`config.mk`:
```
export PLATFORM = sky130hd
export DESIGN_NAME = sdr_port_arbiter
export DESIGN_NICKNAME = d
export VERILOG_FILES = /design/src/rtl/xain_pkg.sv /design/src/rtl/sdr_port_arbiter_rr_picker.sv /design/src/rtl/sdr_port_arbiter.sv
export SDC_FILE = /design/constraint.sdc
export NUM_CORES = 1
export LEC_CHECK = 0
export ABC_AREA = 1
export CAP_MARGIN = 30
export CORE_MARGIN = 1.5
export CORE_UTILIZATION = 47
export CTS_CLUSTER_DIAMETER = 200
export DETAILED_ROUTE_END_ITERATION = 10
export PLACE_DENSITY = 0.93
export REMOVE_ABC_BUFFERS = 1
export SLEW_MARGIN = 40
export SYNTH_ARGS = -nofsm -noshare
export SYNTH_HDL_FRONTEND = slang
export SYNTH_HIERARCHICAL = 1
export SYNTH_SLANG_ARGS = --single-unit
```
`constraint.sdc`:
```
create_clock -name sys_clk -period 10.95 [get_ports sys_clk]
set_input_delay 1.095 -clock sys_clk [delete_from_list [all_inputs] [get_ports sys_clk]]
set_output_delay 1.095 -clock sys_clk [all_outputs]
set_load 0.005 [all_outputs]
```
`src/rtl/xain_pkg.sv`:
```
// rtl/xain_pkg.sv - shared SDRAM port types: bus widths, arbiter states, command record
package xain_pkg;

  localparam int SDR_AW = 25;
  localparam int SDR_DW = 16;

  // Read data returned to a requester whose transaction was forced complete
  localparam logic [SDR_DW-1:0] SDR_TIMEOUT_RDATA = 16'hDEAD;

  typedef enum logic [1:0] {ARB_IDLE, ARB_WAIT, ARB_DONE} sdr_arb_state_t;

  typedef struct packed {
    logic              we;
    logic [SDR_AW-1:0] addr;
    logic [SDR_DW-1:0] data;
    logic [1:0]        be;
  } sdr_cmd_t;

endpackage

```
`src/rtl/sdr_port_arbiter_rr_picker.sv`:
```
// rtl/sdr_port_arbiter_rr_picker.sv - combinational rotating-priority encoder
// Scans ptr+1, ptr+2, ... modulo N_REQ and returns the first set request as onehot and index.
module rr_picker #(
  parameter int N_REQ = 3
) (
  input  logic [N_REQ-1:0] req,
  input  logic [2:0]       ptr,
  output logic [N_REQ-1:0] onehot,
  output logic [2:0]       index
);

  logic found;
  int   idx;

  always_comb begin
    onehot = '0;
    index  = '0;
    found  = 1'b0;
    idx    = 0;
    for (int k = 1; k <= N_REQ; k++) begin
      idx = (int'(ptr) + k) % N_REQ;
      if (!found && req[idx]) begin
        found       = 1'b1;
        onehot[idx] = 1'b1;
        index       = idx[2:0];
      end
    end
  end

endmodule

```
`src/rtl/sdr_port_arbiter.sv`:
```
// rtl/sdr_port_arbiter.sv - shares one toggle req/ack SDRAM channel among N_REQ requesters
// Optional watchdog forcing completion of a stuck transaction: SDR_ARB_WATCHDOG_EN.
module sdr_port_arbiter
  import xain_pkg::*;
#(
  parameter int N_REQ       = 3,
  parameter int LOADER_IDX  = 0,
  parameter int TIMEOUT_CYC = 1023
) (
  input  logic                    sys_clk,
  input  logic                    reset_n,
  input  logic                    loader_active,
  input  logic [N_REQ-1:0]        rq_req,
  input  logic [N_REQ-1:0]        rq_we,
  input  logic [N_REQ*SDR_AW-1:0] rq_addr,
  input  logic [N_REQ*SDR_DW-1:0] rq_wdata,
  input  logic [N_REQ*2-1:0]      rq_be,
  output logic [N_REQ-1:0]        rq_ack,
  output logic [SDR_DW-1:0]       rq_rdata,
  output logic                    sdr_req,
  output logic                    sdr_we,
  output logic [SDR_AW-1:0]       sdr_addr,
  output logic [SDR_DW-1:0]       sdr_data,
  output logic [1:0]              sdr_be,
  input  logic                    sdr_ack,
  input  logic [SDR_DW-1:0]       sdr_rdata,
  output logic [2:0]              grant_id,
  output logic                    busy,
  output logic                    timeout_err
);

  sdr_arb_state_t   state_q, state_d;
  logic [2:0]       rr_ptr;
  sdr_cmd_t         cmd_q, sel_cmd;
  logic [N_REQ-1:0] loader_mask, eligible, pick_onehot;
  logic [2:0]       pick_idx;
  logic             any_elig, complete, timed_out, finish;

  assign loader_mask = {{(N_REQ-1){1'b0}}, 1'b1} << LOADER_IDX;
  assign eligible    = loader_active ? (rq_req & loader_mask) : rq_req;
  assign any_elig    = |eligible;

  // With only the loader eligible during a download, the picker's answer is the loader itself.
  rr_picker #(.N_REQ(N_REQ)) u_picker (
    .req    (eligible),
    .ptr    (rr_ptr),
    .onehot (pick_onehot),
    .index  (pick_idx)
  );

  always_comb begin
    sel_cmd = '0;
    for (int i = 0; i < N_REQ; i++) begin
      if (pick_onehot[i]) begin
        sel_cmd.we   = sel_cmd.we   | rq_we[i];
        sel_cmd.addr = sel_cmd.addr | rq_addr[i*SDR_AW +: SDR_AW];
        sel_cmd.data = sel_cmd.data | rq_wdata[i*SDR_DW +: SDR_DW];
        sel_cmd.be   = sel_cmd.be   | rq_be[i*2 +: 2];
      end
    end
  end

  assign complete = (state_q == ARB_WAIT) && (sdr_ack == sdr_req);

`ifdef SDR_ARB_WATCHDOG_EN
  localparam int WD_W = (TIMEOUT_CYC >= 1024) ? $clog2(TIMEOUT_CYC + 1) : 10;
  logic [WD_W-1:0] wd_cnt;

  assign timed_out = (state_q == ARB_WAIT) && !complete && (wd_cnt == WD_W'(TIMEOUT_CYC));

  always_ff @(posedge sys_clk or negedge reset_n) begin
    if (!reset_n) begin
      wd_cnt      <= '0;
      timeout_err <= 1'b0;
    end else begin
      if (state_q == ARB_IDLE)
        wd_cnt <= '0;
      else if (state_q == ARB_WAIT && !finish)
        wd_cnt <= wd_cnt + 1'b1;
      if (timed_out)
        timeout_err <= 1'b1;
    end
  end
`else
  assign timed_out   = 1'b0;
  assign timeout_err = 1'b0;
`endif

  assign finish = complete || timed_out;

  always_ff @(posedge sys_clk or negedge reset_n) begin
    if (!reset_n) state_q <= ARB_IDLE;
    else          state_q <= state_d;
  end

  always_comb begin
    state_d = state_q;
    case (state_q)
      ARB_IDLE: if (any_elig) state_d = ARB_WAIT;
      ARB_WAIT: if (finish)   state_d = ARB_DONE;
      ARB_DONE: state_d = ARB_IDLE;
      default:  state_d = ARB_IDLE;
    endcase
  end

  always_ff @(posedge sys_clk or negedge reset_n) begin
    if (!reset_n) begin
      cmd_q    <= '0;
      grant_id <= '0;
      sdr_req  <= 1'b0;
      busy     <= 1'b0;
      rq_ack   <= '0;
      rq_rdata <= '0;
      rr_ptr   <= 3'(N_REQ - 1);
    end else begin
      rq_ack <= '0;
      if (state_q == ARB_IDLE && any_elig) begin
        cmd_q    <= sel_cmd;
        grant_id <= pick_idx;
        sdr_req  <= ~sdr_req;
        busy     <= 1'b1;
      end
      if (finish) begin
        rq_ack   <= {{(N_REQ-1){1'b0}}, 1'b1} << grant_id;
        rq_rdata <= timed_out ? SDR_TIMEOUT_RDATA : sdr_rdata;
        rr_ptr   <= grant_id;
        busy     <= 1'b0;
        // Forced completion: realign the toggle pair so the next request starts clean
        if (timed_out)
          sdr_req <= sdr_ack;
      end
    end
  end

  assign sdr_we   = cmd_q.we;
  assign sdr_addr = cmd_q.addr;
  assign sdr_data = cmd_q.data;
  assign sdr_be   = cmd_q.be;

endmodule

```
# Word level (Yosys, flattened, before mapping)
# Index checks and enable logic that the tools add are counted.
[classes] order_cmp=6 n_shift=1 n_mux=33 addsub=3 eq_ne=4 n_reduce_logical=13 bitwise_logic=11 div=3
[op_table] cell="$mux W44" count=3
[op_table] cell="$ge A32 B1 Y1 const B" count=3
[op_table] cell="$lt A32 B4 Y1 const B" count=3
[op_table] cell="$mod A32 B3 Y32 const B" count=3
[op_table] cell="$or A25 B25 Y25" count=2
[op_table] cell="$or A16 B16 Y16" count=2
[op_table] cell="$mux W3" count=8
[op_table] cell="$mux W1" count=13
[op_table] cell="$add A3 B2 Y4 const B" count=2
[op_table] cell="$logic_and A1 B1 Y1" count=7
[op_table] cell="$bmux W1 S2" count=3
[op_table] cell="$demux W1 S2" count=3
[op_table] cell="$or A3 B3 Y3" count=2
[op_table] cell="$add A3 B1 Y4 const B" count=1
[op_table] cell="$mux W2" count=2
[op_table] cell="$ne A2 B2 Y1 const B" count=2
[op_table] cell="$or A2 B2 Y2" count=2
[op_table] cell="$pmux W2 S2" count=1
[op_table] cell="$reduce_or A3 Y1" count=1
[op_table] cell="$shl A1 B3 Y3 const A" count=1
[op_table] cell="$eq A2 B1 Y1 const B" count=1
[op_table] cell="$logic_not A1 Y1" count=2
[op_table] cell="$logic_not A2 Y1" count=1
[op_table] cell="$or A1 B1 Y1" count=2
[op_table] cell="other kinds (4)" count=4
[word_totals] reg_bits=73 input_bits=155 word_cells=85 out_inout_bits=69

# Longest topological paths before layout
[depth] ltp_word=17 mapped_depth=30

# Hierarchy
# The synthesis kept the hierarchy.
[modules_own_cells] module="sdr_port_arbiter" area_each_um2=3682.3 seq_area_each_um2=1828.0 n_inst=1 cells_per_inst=509
[modules_own_cells] module="rr_picker" area_each_um2=1461.4 seq_area_each_um2=0.0 n_inst=1 cells_per_inst=250

# Least setup slack after synthesis
# No wires, ideal clock.
[synth_path] kind="register to register" start="reg rr_ptr[1]" end="reg cmd_q, in the netlist sdr_be[0]" t_required_ns=10.884 arrival_ns=3.676 path_slack_ns=7.208 synth_period_minus_slack_ns=3.742 stages_incl_launch_ff=28 cell_sequence="dfstp_2 > ha_1 > nand2_2 > nand3_1 > inv_1 > ha_1 > ha_1 > inv_1 > nand2_2 > nor2_2 > nand2_1 > and2_1 > ha_1 > nor2_4 > nand2_2 > nand2_2 > nand2_2 > inv_1 > nand2_2 > a21oi_1 > nand3_1 > o21ai_1 > buf_2 > buf_2 > nand2_1 > nand3_1 > nand3_1 > nand2_1"
[synth_via] elab_cells_between_ends=46 cone_classes="add/sub: 3; div: 3; order compare: 6; mux: 23; bitwise: 4; reduce/logical: 7"
[synth_rtl] element="from (decl)" line_no="sdr_port_arbiter.sv:33" rtl="logic [2:0] rr_ptr;"
[synth_rtl] element="from (signal assigned)" line_no="sdr_port_arbiter.sv:114" rtl="rr_ptr <= 3'(N_REQ - 1);"
[synth_rtl] element="from (signal assigned)" line_no="sdr_port_arbiter.sv:126" rtl="rr_ptr <= grant_id;"
[synth_rtl] element="branches (longest 11 deep; another with $mod A32 B3 Y32)"
[synth_rtl] element="$mux W3 *" line_no="sdr_port_arbiter_rr_picker.sv:22" rtl="if (!found && req[idx]) begin"
[synth_rtl] element="net pick_onehot[1]" line_no="sdr_port_arbiter.sv:35" rtl="logic [N_REQ-1:0] loader_mask, eligible, pick_onehot;"
[synth_rtl] element="$mux W44 *" line_no="sdr_port_arbiter.sv:54" rtl="if (pick_onehot[i]) begin"
[synth_rtl] element="$or A2 B2 Y2" line_no="sdr_port_arbiter.sv:58" rtl="sel_cmd.be = sel_cmd.be | rq_be[i*2 +: 2];"
[synth_rtl] element="$mux W44 *" line_no="sdr_port_arbiter.sv:54"
[synth_rtl] element="to (signal assigned)" line_no="sdr_port_arbiter.sv:118" rtl="cmd_q <= sel_cmd;"
[synth_rtl] element="to (decl)" line_no="sdr_port_arbiter.sv:34" rtl="sdr_cmd_t cmd_q, sel_cmd;"
# Mark *: on every way through the listed nets, which the timed path passes. The select of a mux whose other input is x is not followed.
# A chain may end at the register's enable or synchronous reset.

# Final worst setup path
[layout_path] start="reg rr_ptr[1]" end="reg cmd_q, in the netlist sdr_data[9]"
[layout_via] elab_chain_len=17 elab_cells_between_ends=46 cone_classes="add/sub: 3; div: 3; order compare: 6; mux: 23; bitwise: 4; reduce/logical: 7"
[layout_lines] element="branches (longest 11 deep; another with $mod A32 B3 Y32)"
[layout_lines] element="$mux W3 *" line_no="sdr_port_arbiter_rr_picker.sv:22"
[layout_lines] element="net pick_onehot[0]" line_no="sdr_port_arbiter.sv:35"
[layout_lines] element="$mux W44 *" line_no="sdr_port_arbiter.sv:54"
[layout_lines] element="$or A16 B16 Y16" line_no="sdr_port_arbiter.sv:57" rtl="sel_cmd.data = sel_cmd.data | rq_wdata[i*SDR_DW +: SDR_DW];"
[layout_lines] element="$mux W44 *" line_no="sdr_port_arbiter.sv:54"
[layout_lines] element="$or A16 B16 Y16" line_no="sdr_port_arbiter.sv:57"
[layout_lines] element="$mux W44 *" line_no="sdr_port_arbiter.sv:54"
# Marked as above.

==> impl_metrics.yaml <==
critical_path:
  cpMostUsedCell: "nand2_1"
  crit_path_start_kind: "flip-flop"
  path_buf_inv: 5
  regToRegSetupSlack_ps: 6250
  worstPathArrival_ps: 4970
  r2r_cells: 30
  path_max_fanout: 16
  crit_type: "flip-flop to flip-flop"
  cp.required_ps: 11230
  r2r_end: "sdr_data[9]$_DFFE_PN0P_"
  timing.rr.start: "rr_ptr[1]$_DFFE_PN1P_"
  crit_end: "sdr_data[9]$_DFFE_PN0P_"
  max_stage_delay_ps: 630
  cp-end-kind: "flip-flop"
  worst-path-stages: 30
  crit_path_start: "rr_ptr[1]$_DFFE_PN1P_"
  cp_slowest_cell: "dfstp_2"
  crit_family: "simple AND/OR/NAND/NOR gates"
power:
  p_leak_uw: 0.00375
  ir_drop_uv: 242
  p_per_area_nw_per_um2: 365
  power.total_uw: 2810
routing:
  first_pass_iters: 5
  drtIter0Drc: 333
  wirelength_um: 15600
  viasPerCell: 5.11
  postRouteAntennaNets: 0
  remaining_drc_errors: 0
  num_vias: 5661
  routedWlPerCell_um: 14.1
die:
  die_x_um: 108
  io-pin-count: 224
  rows: 38
  initial_utilization_pct: 47.9
  die-area_um2: 11600
  core_um2: 10700
  chipHeight_um: 108
clock_network:
  clock_latency_ps: 350
  cts_tree: "done"
  cts_setup_buffers: 0
  cts_root_buf: "clkbuf_8"
  clk_pin_slew_ps: 80
  ctsResizeCount: 0
  clock_path_buffers: 2
  htreeDepth: 3
  cts.sinks: 73
  ctsHoldBuffers: 0
  numCtsBuffers: 9
place:
  place_congestion: 0.872
  dp_hpwl_um: 11600
  place_inst: 1091
  io_buffers: 222
global_route:
  grt_max_degree: 74
  antenna_found_initial: 0
  grt_pass1_vias: 5288
  grt_pass1_wl_um: 24500
  track_usage_pct: 26.6
  gr-total-overflow: 0
job:
  cap_violations: 0
timing:
  max_freq_mhz: 213
  min_period_ps: 4700
  setup_tns_ps: 0
  rsz0062_at_grt: "no"
  max_slew_margin_pct: 55.9
  tightest_slew_ps: 661
  clock_skew_ps: 13.0
  setup_viol: 0
  post-route-period-util_pct: 42.9
  hold_ws_ps: 472
  final-hold-violation-count: 0
  final_max_slew_viol_count: 0
hold_path:
  min_path_type: "flip-flop to flip-flop"
  min_path_cells: 2
finish:
  fin_nets: 1137
  fill_cells: 845
  drive_gt1_share_pct: 8.07
  multiInputGateArea_um2: 2970
  insertedDiodeCount: 0
  layoutNonFillerInstCount: 1107
  final_common_cell: "nand2_1"
  areaGrowthSynthToFinish_pct: 49.3
  utilization_pct: 71.5
  seq_area_um2: 1830
  final_cell_mix: "349 x nand2_1, 221 x clkdlybuf4s50_1, 117 x nand3_1"
synthesis:
  yosys.cell_types.count: 37
  synth_edf_count: 0
  async_flop_share_pct: 100
  synth-main-ff-cell: "dfrtp_1"
  ys_seq_elements: 73
  syn_area_per_cell_um2: 6.78
  yosysSeqAreaShare_pct: 35.5
  yosys_warnings: 6
  synth_area_um2: 5140
  syn_inst: 759
outcome:
  outcome: "finished, final reports clean"
==> worst register-to-register path, delay by kind of cell (launching register included) <==
kind                     cells  cell delay (ps)
AND/OR/NAND/NOR             20             2000
buffers and inverters        5              680
flip-flops                   1              630
adder cells (fa/ha/maj)      2              570
AO/OA/AOI/OAI                3              740
==> cell usage after synthesis (all sizes together), types with 2 or more instances <==
master | number | area [um2]
nand2 | 372 | 1470
o21ai | 20 | 138
or2 | 2 | 12.5
and2 | 2 | 12.5
inv | 52 | 195
nand4 | 9 | 56.3
dfrtp | 72 | 1800
nor3 | 6 | 30.0
o211ai | 2 | 15.0
xor2 | 3 | 26.3
nor2 | 24 | 165
nand3 | 122 | 653
buf | 35 | 199
ha | 20 | 250
a21oi | 11 | 55.1
==> per-layer routing <==
metal / vias up / share of wire (%) / GRT usage [%] / routed length (um)
met5: - / 0 / 0 / 0
li1: 2808 / - / - / -
met3: 34 / 6.3 / 5.21 / 975
met2: 227 / 51 / 46.8 / 7890
met1: 2592 / 40 / 32.4 / 6260
met4: 0 / 2.8 / 9.68 / 431
==> state kept, by name (all words and copies together) (netlist names) <==
signal	count
sdr_addr	25
rq_rdata	16
sdr_data	16
grant_id	3
rq_ack	3
rr_ptr	3
sdr_be	2
state_q	2
busy	1
sdr_req	1
sdr_we	1
==> worst min-delay path by stage <==
stage                        startpoint                        to  slack, ps
5_1_grt         sdr_addr[3]$_DFFE_PN0P_   sdr_addr[3]$_DFFE_PN0P_        500
3_3_place_gp    sdr_data[3]$_DFFE_PN0P_   sdr_data[3]$_DFFE_PN0P_        450
3_5_place_dp   sdr_addr[24]$_DFFE_PN0P_  sdr_addr[24]$_DFFE_PN0P_        460
6_report       sdr_addr[24]$_DFFE_PN0P_  sdr_addr[24]$_DFFE_PN0P_        470
4_1_cts        sdr_addr[24]$_DFFE_PN0P_  sdr_addr[24]$_DFFE_PN0P_        480
2_1_floorplan   sdr_addr[0]$_DFFE_PN0P_   sdr_addr[0]$_DFFE_PN0P_        470
==> power by group <==
| part | switching, uW | internal (uW) | total (uW) |
|---|---|---|---|
| clock | 109 | 107 | 216 |
| combinational | 1320 | 835 | 2160 |
| sequential | 65.5 | 369 | 434 |
==> layout make-up <==
cell class | count | area share, %
Clock buffer | 9 | 1.61
Sequential cell | 73 | 23.8
Clock inverter | 7 | 1.01
Timing Repair Buffer | 228 | 30.1
Tap cell | 140 | 2.28
Multi-Input combinational cell | 598 | 38.7
Inverter | 52 | 2.54
==> cells by family (layout without fill, tap and decap cells) <==
kind of cell	after synthesis	after routing	share of synthesized area [%]
simple gates	539	539	46.9
buf+inv	88	296	7.74
flops	73	73	35.5
compound gates	34	34	4.18
fa+ha+maj	20	20	4.86
xor+xnor	4	4	0.681
other cells	1	1	0.0729
==> stage by stage <==
step                area, um2  setup WS [ps]
CTS                      7680           6110
detailed placement       7470           6150
global route             7680           5830
floorplan                4940           6030
global placement         7390           6140
finish                   7680           6250
Power figures use the tool's default switching activity.
